File: config.mk
export PLATFORM = sky130hd
export DESIGN_NAME = spatz_simd_seq
export DESIGN_NICKNAME = d
export VERILOG_FILES = /design/src/rtl/spatz_simd_seq.sv
export SDC_FILE = /design/constraint.sdc
export NUM_CORES = 1
export LEC_CHECK = 0
export CAP_MARGIN = 20
export CORE_AREA = 2 2 113 115
export CTS_BUF_LIST = sky130_fd_sc_hd__clkbuf_8 sky130_fd_sc_hd__clkbuf_16
export CTS_CLUSTER_SIZE = 20
export DETAILED_ROUTE_END_ITERATION = 8
export DIE_AREA = 0 0 115 117
export PLACE_DENSITY_LB_ADDON = 0.15
export SYNTH_ARGS = -nofsm -noshare
export SYNTH_HDL_FRONTEND = slang
export SYNTH_SLANG_ARGS = --single-unit
File: constraint.sdc
create_clock -name clk_i -period 3.9 [get_ports clk_i]
set_input_delay 0.78 -clock clk_i [delete_from_list [all_inputs] [get_ports clk_i]]
set_output_delay 0.78 -clock clk_i [all_outputs]
set_load 0.05 [all_outputs]
File: src/rtl/spatz_simd_seq.sv
// spatz_simd_seq: element sequencer feeding NrLanes spatz_simd lanes per beat.
// Latches one instruction (op, vl), streams operand beats onto the lane bus,
// captures lane results into a single-entry output register with strobes.
// Optional macro SPATZ_SIMD_SEQ_PERF_EN adds saturating beat/stall counters.

package spatz_simd_seq_pkg;
    typedef enum logic [3:0] {
        VADD  = 4'd0,
        VSUB  = 4'd1,
        VADC  = 4'd2,
        VSBC  = 4'd3,
        VMADC = 4'd4,
        VMSBC = 4'd5,
        VMUL  = 4'd6,
        VMACC = 4'd7,
        VAND  = 4'd8,
        VOR   = 4'd9,
        VXOR  = 4'd10
    } op_e;
endpackage

module spatz_simd_seq
    import spatz_simd_seq_pkg::*;
#(
    parameter int unsigned Width   = 8,
    parameter int unsigned NrLanes = 4,
    parameter int unsigned MaxVl   = 64,
    localparam int unsigned VlW    = $clog2(MaxVl) + 1
) (
    input  logic                       clk_i,
    input  logic                       rst_i,
    // instruction handshake
    input  logic                       req_valid_i,
    output logic                       req_ready_o,
    input  op_e                        req_op_i,
    input  logic [VlW-1:0]             req_vl_i,
    // operand beats
    input  logic                       opnd_valid_i,
    output logic                       opnd_ready_o,
    input  logic [NrLanes*Width-1:0]   opnd_s1_i,
    input  logic [NrLanes*Width-1:0]   opnd_s2_i,
    input  logic [NrLanes*Width-1:0]   opnd_d_i,
    input  logic [NrLanes-1:0]         opnd_carry_i,
    // lane bus
    output op_e                        lane_op_o,
    output logic [NrLanes*Width-1:0]   lane_s1_o,
    output logic [NrLanes*Width-1:0]   lane_s2_o,
    output logic [NrLanes*Width-1:0]   lane_d_o,
    output logic [NrLanes-1:0]         lane_carry_o,
    input  logic [NrLanes*Width-1:0]   lane_result_i,
    // result stream
    output logic                       res_valid_o,
    input  logic                       res_ready_i,
    output logic [NrLanes*Width-1:0]   res_data_o,
    output logic [NrLanes-1:0]         res_strb_o,
    output logic                       res_last_o,
`ifdef SPATZ_SIMD_SEQ_PERF_EN
    output logic [31:0]                perf_beats_o,
    output logic [31:0]                perf_stall_o,
`endif
    output logic                       busy_o
);

    typedef enum logic [1:0] {IDLE, RUN, DRAIN} state_e;

    state_e           state_q;
    op_e              op_q;
    logic [VlW-1:0]   vl_q;
    logic [VlW-1:0]   cnt_q;
    logic [VlW-1:0]   remaining;
    logic [VlW-1:0]   vl_clamped;
    logic [NrLanes-1:0] strb_next;
    logic             accept;
    logic             pop;
    logic             last_beat;
    logic             carry_en;

    assign remaining    = vl_q - cnt_q;
    assign last_beat    = remaining <= VlW'(NrLanes);
    assign vl_clamped   = (req_vl_i > VlW'(MaxVl)) ? VlW'(MaxVl) : req_vl_i;
    assign req_ready_o  = (state_q == IDLE);
    assign busy_o       = (state_q != IDLE);
    assign opnd_ready_o = (state_q == RUN) && (!res_valid_o || res_ready_i);
    assign accept       = opnd_valid_i && opnd_ready_o;
    assign pop          = res_valid_o && res_ready_i;

    assign carry_en     = (op_q == VADC) || (op_q == VSBC) ||
                          (op_q == VMADC) || (op_q == VMSBC);
    assign lane_op_o    = op_q;
    assign lane_s1_o    = opnd_s1_i;
    assign lane_s2_o    = opnd_s2_i;
    assign lane_d_o     = opnd_d_i;
    assign lane_carry_o = carry_en ? opnd_carry_i : '0;

    // Strobe for the beat being accepted: lanes below the remaining count.
    always_comb begin
        strb_next = '0;
        for (int unsigned i = 0; i < NrLanes; i++) begin
            strb_next[i] = (i < 32'(remaining));
        end
    end

    // Sequencer FSM, element counter and single-entry result register.
    always_ff @(posedge clk_i) begin
        if (rst_i) begin
            state_q     <= IDLE;
            op_q        <= VADD;
            vl_q        <= '0;
            cnt_q       <= '0;
            res_valid_o <= 1'b0;
            res_data_o  <= '0;
            res_strb_o  <= '0;
            res_last_o  <= 1'b0;
        end else begin
            // A pop and an accept on the same edge reload without a bubble.
            if (pop) begin
                res_valid_o <= 1'b0;
            end
            if (accept) begin
                res_valid_o <= 1'b1;
                res_data_o  <= lane_result_i;
                res_strb_o  <= strb_next;
                res_last_o  <= last_beat;
                cnt_q       <= cnt_q + VlW'(NrLanes);
            end
            case (state_q)
                IDLE: begin
                    if (req_valid_i) begin
                        op_q  <= req_op_i;
                        vl_q  <= vl_clamped;
                        cnt_q <= '0;
                        if (vl_clamped != '0) begin
                            state_q <= RUN;
                        end
                    end
                end
                RUN: begin
                    if (accept && last_beat) begin
                        state_q <= DRAIN;
                    end
                end
                DRAIN: begin
                    if (pop) begin
                        state_q <= IDLE;
                    end
                end
                default: state_q <= IDLE;
            endcase
        end
    end

`ifdef SPATZ_SIMD_SEQ_PERF_EN
    // Saturating counters of accepted beats and operand-side stalls in RUN.
    always_ff @(posedge clk_i) begin
        if (rst_i) begin
            perf_beats_o <= '0;
            perf_stall_o <= '0;
        end else begin
            if (accept && (perf_beats_o != '1)) begin
                perf_beats_o <= perf_beats_o + 32'd1;
            end
            if ((state_q == RUN) && opnd_valid_i && !opnd_ready_o &&
                (perf_stall_o != '1)) begin
                perf_stall_o <= perf_stall_o + 32'd1;
            end
        end
    end
`endif

endmodule
==> results of run 1 <==
-- sequential cells by signal, indices dropped and copies added, names as in the netlist --
register	flops
cnt_q	5
lane_op_o	4
res_data_o	32
res_last_o	1
res_strb_o	4
res_valid_o	1
state_q	2
vl_q	7
-- placed cells by master (no fill, tap or decap), types with 2 or more instances in the layout --
cell / Yosys / layout
a211oi_1: 3 / 3
a21oi_1: 43 / 43
a22o_1: 4 / 4
a31oi_1: 3 / 3
and2_1: 6 / 6
and4bb_1: 2 / 2
buf_4: 96 / 3
clkbuf_16: 0 / 5
clkdlybuf4s50_1: 0 / 99
conb_1: 2 / 2
dfxtp_1: 56 / 56
ha_1: 7 / 7
inv_1: 9 / 9
nand2_1: 84 / 84
nand2b_1: 4 / 4
nand3b_1: 2 / 2
nand4_1: 2 / 2
nor2_1: 15 / 15
nor4_1: 2 / 2
o211ai_2: 2 / 2
o21ai_0: 3 / 3
o21bai_1: 3 / 3
o41ai_1: 2 / 2
xnor2_1: 5 / 5
xor2_1: 2 / 2
-- how the worst max path moves through the flow --
stage	start	end	depth (start not counted)
floorplan	res_ready_i	res_strb_o[2]	5
global route	res_ready_i	opnd_ready_o	4
detailed placement	res_ready_i	opnd_ready_o	4
CTS	res_ready_i	opnd_ready_o	4
global placement	res_ready_i	opnd_ready_o	4
finish	res_ready_i	opnd_ready_o	4
-- power groups by stage --
stage          logic (mW)  registers [mW]  clock network, mW
2_1_floorplan       0.410           0.706                  0
3_3_place_gp        0.363           0.629                  0
3_5_place_dp        0.364           0.630                  0
4_1_cts             0.365           0.616              0.472
5_1_grt             0.389           0.620              0.484
6_report            0.359           0.616              0.445
-- layer usage --
layer | GRT usage | vias to the layer above | wire [um]
li1 | - | 1162 | -
met1 | 0.135 | 1054 | 3260
met2 | 0.159 | 97 | 3010
met3 | 0.0366 | 37 | 620
met4 | 0.0546 | 0 | 236
met5 | 0 | - | 0
-- tightest hold or removal path, cell delays in order, from the launching register on --
cell	delay, ps
dfxtp_1	310
nand2_1	50
a21oi_1	50
-- final cells by class --
class	count	area (um2)
clock buffers	5	125
flip-flops and latches	56	1120
clock inverters	2	12.5
inverters	9	33.8
multi-input cells	211	1200
repair buffers	103	1020
fillers	1351	8620
well taps	150	188
-- metrics by stage --
step / std cells / area [um2]
floorplan: 386 / 3140
global placement: 529 / 3560
detailed placement: 529 / 3560
CTS: 536 / 3690
global route: 536 / 3690
finish: 536 / 3690
-- logic make-up after synthesis --
family / share of synthesized area
AND/OR/NAND/NOR: 0.185
XOR/XNOR: 0.0195
flip-flops: 0.357
other: 0.00239
buffers and inverters: 0.261
adder cells (fa/ha/maj): 0.0279
AO/OA/AOI/OAI: 0.146
==> qor.yml, run 1 <==
logic_synthesis:
  syn_area_per_cell_um2: 8.13
  ys.flop_type: "dfxtp_1"
  yosysTopAreaCellShare: 0.357
  synth_area_leaders: "dfxtp_1 36%, buf_4 23%, nand2_1 10%"
  yosysUniqueCellTypes: 42
  synth_seq_cells: 56
  ys_warn_count: 0
  post-synth-top-area-cell: "dfxtp_1"
  synthCells: 386
  syn_area_um2: 3140
  synth_seq_area_share: 0.357
  async_flop_share: 0
  ys_top_cells_by_count: "96 x buf_4, 84 x nand2_1, 56 x dfxtp_1"
  yosys.cell_count.top_type: "buf_4"
  synth_nets: 541
  synth-edff-count: 0
floorplan:
  pin_count: 293
  fp.dieArea_um2: 13500
  start_util: 0.255
  fp-row-count: 41
  die_y_um: 117
  coreArea_um2: 12300
  die_x_um: 115
worst_setup_path:
  reg2reg_from: "cnt_q[2]"
  r2r_cells: 7
  path_cells: "clkdlybuf4s50_1 > nor2b_1 > nor2_1 > clkdlybuf4s50_1"
  rr_endpoint: "res_strb_o[3]"
  critPathMostFrequentCell: "clkdlybuf4s50_1"
  cp_top_family: "buffers and inverters"
  rrSetupSlack_ps: 1700
  cp_max_fo: 3
  critPathMaxStageDelay_ps: 830
  arrival_ps: 2340
  worstPathBufferInverterCount: 2
  critPathSlowestCell: "clkdlybuf4s50_1"
  end_kind: "output pin"
  criticalPathCategory: "input port to output pin"
  crit_required_ps: 3120
  cp-start-kind: "input port"
pwr:
  power_frac_comb: 0.253
  internal-power_mw: 0.978
  seq_power_share: 0.434
  p_sw_mw: 0.442
  p_total_mw: 1.42
  irDropWorstVdd_mv: 0.141
  leakagePower_nw: 1.31
  p_sw_frac: 0.311
  power_density_nw_per_um2: 384
  clkPwrFrac: 0.313
worst_hold_path:
  hold_path.class: "flip-flop to flip-flop"
  min_path_cells: 2
  worstHoldEndpoint: "res_data_o[18]"
  hp-start: "res_data_o[18]"
sta:
  drv_slew: 0
  fmax_mhz: 320
  tightest_slew_ps: 565
  fin_crit_ps: 3120
  hold_viol: 0
  grt_setup_unrepaired: "false"
  skew_ps: 6.95
  relSlewSlack: 0.621
  holdWs_ps: 455
  fin_setup_tns_ps: 0
  finalWorstSetupSlack_ps: 778
  setup_viol: 0
  period_share: 0.800
cells_and_area:
  nets: 541
  antenna-diode-count: 0
  final_layout_size_suffix_gt1_frac: 0.0570
  final_util: 0.300
  area_growth_pct: 17.8
clock_network:
  cts_hold_buf: 0
  numCtsBuffers: 5
  cts_tree: "done"
  cts_setup_buffers: 0
  htreeDepth: 2
  cts_sinks: 56
  cts_max_path_buffers: 2
  root_buffer: "clkbuf_16"
  clk_pin_slew_ps: 70
  cts_resized: 0
  clock_latency_ps: 290
global_route:
  grt_pass1_vias: 2245
  overflow: 0
  grt_usage: 0.106
  grt_pass1_wl_mm: 11.3
  antenna_found_initial: 0
  grt_max_degree: 44
detailed_routing:
  antenna_left: 0
  dr.first_iter.drc_count: 50
  wl_mm: 7.13
  vias: 2350
  vias_per_cell: 4.38
  drtPass1Iterations: 3
  drc: 0
  routedWlPerCell_um: 13.3
run_status:
  status: "finished clean"
run:
  maxCapViolCount: 0
place:
  dp_slack_ps: 794
  gp_congestion: 0.739
  place.port_buffers: 100
  post-dp-hpwl_mm: 5.18
Power figures use the tool's default switching activity.
==> run 2: changes to the inputs <==
==> constraint.sdc (replaced) <==
create_clock -name clk_i -period 2.5 [get_ports clk_i]
set_input_delay 0.5 -clock clk_i [delete_from_list [all_inputs] [get_ports clk_i]]
set_output_delay 0.5 -clock clk_i [all_outputs]
set_load 0.05 [all_outputs]
==> run 2 against run 1 <==
  * Total power up 59%
  * Final cell count increased by 0.75%
  * Clock-buffer cell count is 1 higher
  * Wire length rose by 2.8%
  * Via count about the same
  * Critical endpoint is now req_ready_o
==> qor.yml, run 2 (synthesis gave the netlist of run 1 again) <==
run_status:
  status: "finished clean"
detailed_routing:
  vias: 2351  # +0.043%
  vias_per_cell: 4.35  # -0.70%
  antenna_left: 0  # unchanged
  routedWlPerCell_um: 13.6  # +2.0%
  dr.first_iter.drc_count: 92  # +84%
  drc: 0  # unchanged
  wl_mm: 7.32  # +2.8%
  drtPass1Iterations: 4  # +1
clock_network:
  htreeDepth: 2  # unchanged
  cts_hold_buf: 0  # unchanged
  clk_pin_slew_ps: 70  # about the same
  cts_sinks: 56  # unchanged
  numCtsBuffers: 5  # unchanged
  cts_resized: 0  # unchanged
  cts_setup_buffers: 0  # unchanged
  clock_latency_ps: 290  # about the same
  root_buffer: "clkbuf_16"
  cts_max_path_buffers: 2  # unchanged
  cts_tree: "done"
floorplan:
  pin_count: 293  # unchanged
  coreArea_um2: 12300  # unchanged
  die_y_um: 117  # unchanged
  fp-row-count: 41  # unchanged
  start_util: 0.255  # unchanged
  fp.dieArea_um2: 13500  # unchanged
  die_x_um: 115  # unchanged
global_route:
  grt_busiest_layer: "met2"
  grt_pass1_wl_mm: 11.4  # +0.43%
  grt_util_met1: 0.132  # -0.00292
  grt_usage: 0.106  # -0.000350
  grt_util_met3: 0.0340  # -0.00257
  antenna_found_initial: 0  # unchanged
  overflow: 0  # unchanged
  grt_util_met2: 0.163  # +0.00431
  grt_pass1_vias: 2313  # +3.0%
  grt_max_degree: 35  # -20%
worst_setup_path:
  cp_max_fo: 4  # +1
  end_kind: "output pin"
  rr_endpoint: "res_strb_o[3]"
  crit_start: "state_q[0]"
  reg2reg_from: "cnt_q[2]"
  rrSetupSlack_ps: 350  # -1350 ps
  crit_required_ps: 2000  # -1120 ps
  cp-start-kind: "flip-flop"
  endpoint: "req_ready_o"
  arrival_ps: 1790  # -550 ps
  criticalPathCategory: "flip-flop to output pin"
  r2r_cells: 7  # unchanged
cells_and_area:
  nets: 544  # +0.55%
  fillers: 1323  # -2.1%
  mostFrequentLayoutCell: "clkdlybuf4s50_1"
  antenna-diode-count: 0  # unchanged
  largest_register_ffs: 32  # unchanged
  area_growth_pct: 19.4
  mostFrequentLayoutCells: "94 x clkdlybuf4s50_1, 84 x nand2_1, 56 x dfxtp_1"
  final_layout_size_suffix_gt1_frac: 0.0795  # +0.0225
  stdcell_area_um2: 3750  # +1.4%
  largestRegisters: "res_data_o x32, vl_q x7, cnt_q x5"
  regMostFlops: "res_data_o"
sta:
  grt_setup_unrepaired: "false"
  fin_crit_ps: 2290
  fin_setup_tns_ps: 0  # unchanged
  fmax_mhz: 436
  tightest_slew_ps: 587  # +22.0 ps
  period_share: 0.918
  hold_viol: 0  # unchanged
  relSlewSlack: 0.608  # -0.0124
  setup_viol: 0  # unchanged
  drv_slew: 0  # unchanged
  holdWs_ps: 457  # +1.89 ps
  skew_ps: 5.53  # -1.42 ps
place:
  gp_congestion: 0.745  # +0.85%
  post-dp-hpwl_mm: 5.34  # +3.0%
  place.port_buffers: 100  # unchanged
  postPlaceCellArea_um2: 3590  # +0.99%
pwr:
  leakagePower_nw: 1.35  # +2.8%
  p_total_mw: 2.26  # +59%
  clkPwrFrac: 0.321  # +0.008
  power_density_nw_per_um2: 604  # +57%
  power_frac_comb: 0.254  # about the same
  p_sw_frac: 0.307  # -0.00450
  internal-power_mw: 1.57  # +60%
  p_sw_mw: 0.695  # +57%
  seq_power_share: 0.425  # -0.009
  irDropWorstVdd_mv: 0.305  # +120%
worst_hold_path:
  hold_path.class: "flip-flop to flip-flop"
  min_path_cells: 2  # unchanged
run:
  maxCapViolCount: 0  # unchanged
==> run 2: area by class of cell <==
type,count,area [um2],area share
inverter,9,33.8,0.00902
timing repair buffer,106,1050,0.281
clock inverter,2,15.0,0.00401
clock buffer,6,139,0.0371
tap,150,188,0.0501
multi-input combinational,211,1200,0.319
sequential,56,1120,0.299
==> run 2: metal layers <==
metal | wire length [um] | vias to the layer above | part of all wire
met2 | 3130 | 102 | 0.43
met4 | 226 | 0 | 0.031
met3 | 645 | 34 | 0.088
met5 | 0 | - | 0
met1 | 3320 | 1049 | 0.45
li1 | - | 1166 | -
==> run 2: how the worst min path moves through the flow <==
stage / startpoint / end / slack, ps
final: res_data_o[3] / res_data_o[3] / 460
after global routing: res_data_o[4] / res_data_o[4] / 470
after CTS: res_data_o[19] / res_data_o[19] / 460
after detailed placement: res_data_o[13] / res_data_o[13] / 450
after global placement: res_data_o[15] / res_data_o[15] / 440
after floorplan: vl_q[3] / vl_q[3] / 440
==> run 2: through the flow <==
stage / setup slack [ps] / instances / util
5_1_grt: 77.2 / 540 / 0.304
3_3_place_gp: 339 / 532 / 0.292
6_report: 205 / 540 / 0.304
4_1_cts: 154 / 540 / 0.304
2_1_floorplan: 134 / 386 / -
3_5_place_dp: 335 / 532 / 0.292
==> run 2: power groups by stage <==
stage	combinational [mW]	sequential, mW	clock [mW]
after global placement	0.579	0.983	0
final	0.574	0.962	0.727
after global routing	0.618	0.969	0.791
after CTS	0.581	0.963	0.763
after detailed placement	0.579	0.984	0
after floorplan	0.640	1.10	0
==> run 2: critical path, cell delays in order, from the launching register on <==
cell	delay, ps
dfxtp_1	330
nor2_1	290
clkdlybuf4s50_1	880
==> run 3: changes to the inputs <==
--- a/config.mk
+++ b/config.mk
@@ -5,7 +5,7 @@
 export SDC_FILE = /design/constraint.sdc
 export NUM_CORES = 1
 export LEC_CHECK = 0
-export CAP_MARGIN = 20
+export CAP_MARGIN = 10
 export CORE_AREA = 2 2 113 115
 export CTS_BUF_LIST = sky130_fd_sc_hd__clkbuf_8 sky130_fd_sc_hd__clkbuf_16
 export CTS_CLUSTER_SIZE = 20
@@ -15,3 +15,4 @@
 export SYNTH_ARGS = -nofsm -noshare
 export SYNTH_HDL_FRONTEND = slang
 export SYNTH_SLANG_ARGS = --single-unit
+export TNS_END_PERCENT = 30
==> results of run 3 <==
Same layout as run 2: the final DEF is identical, and so are final timing and power.
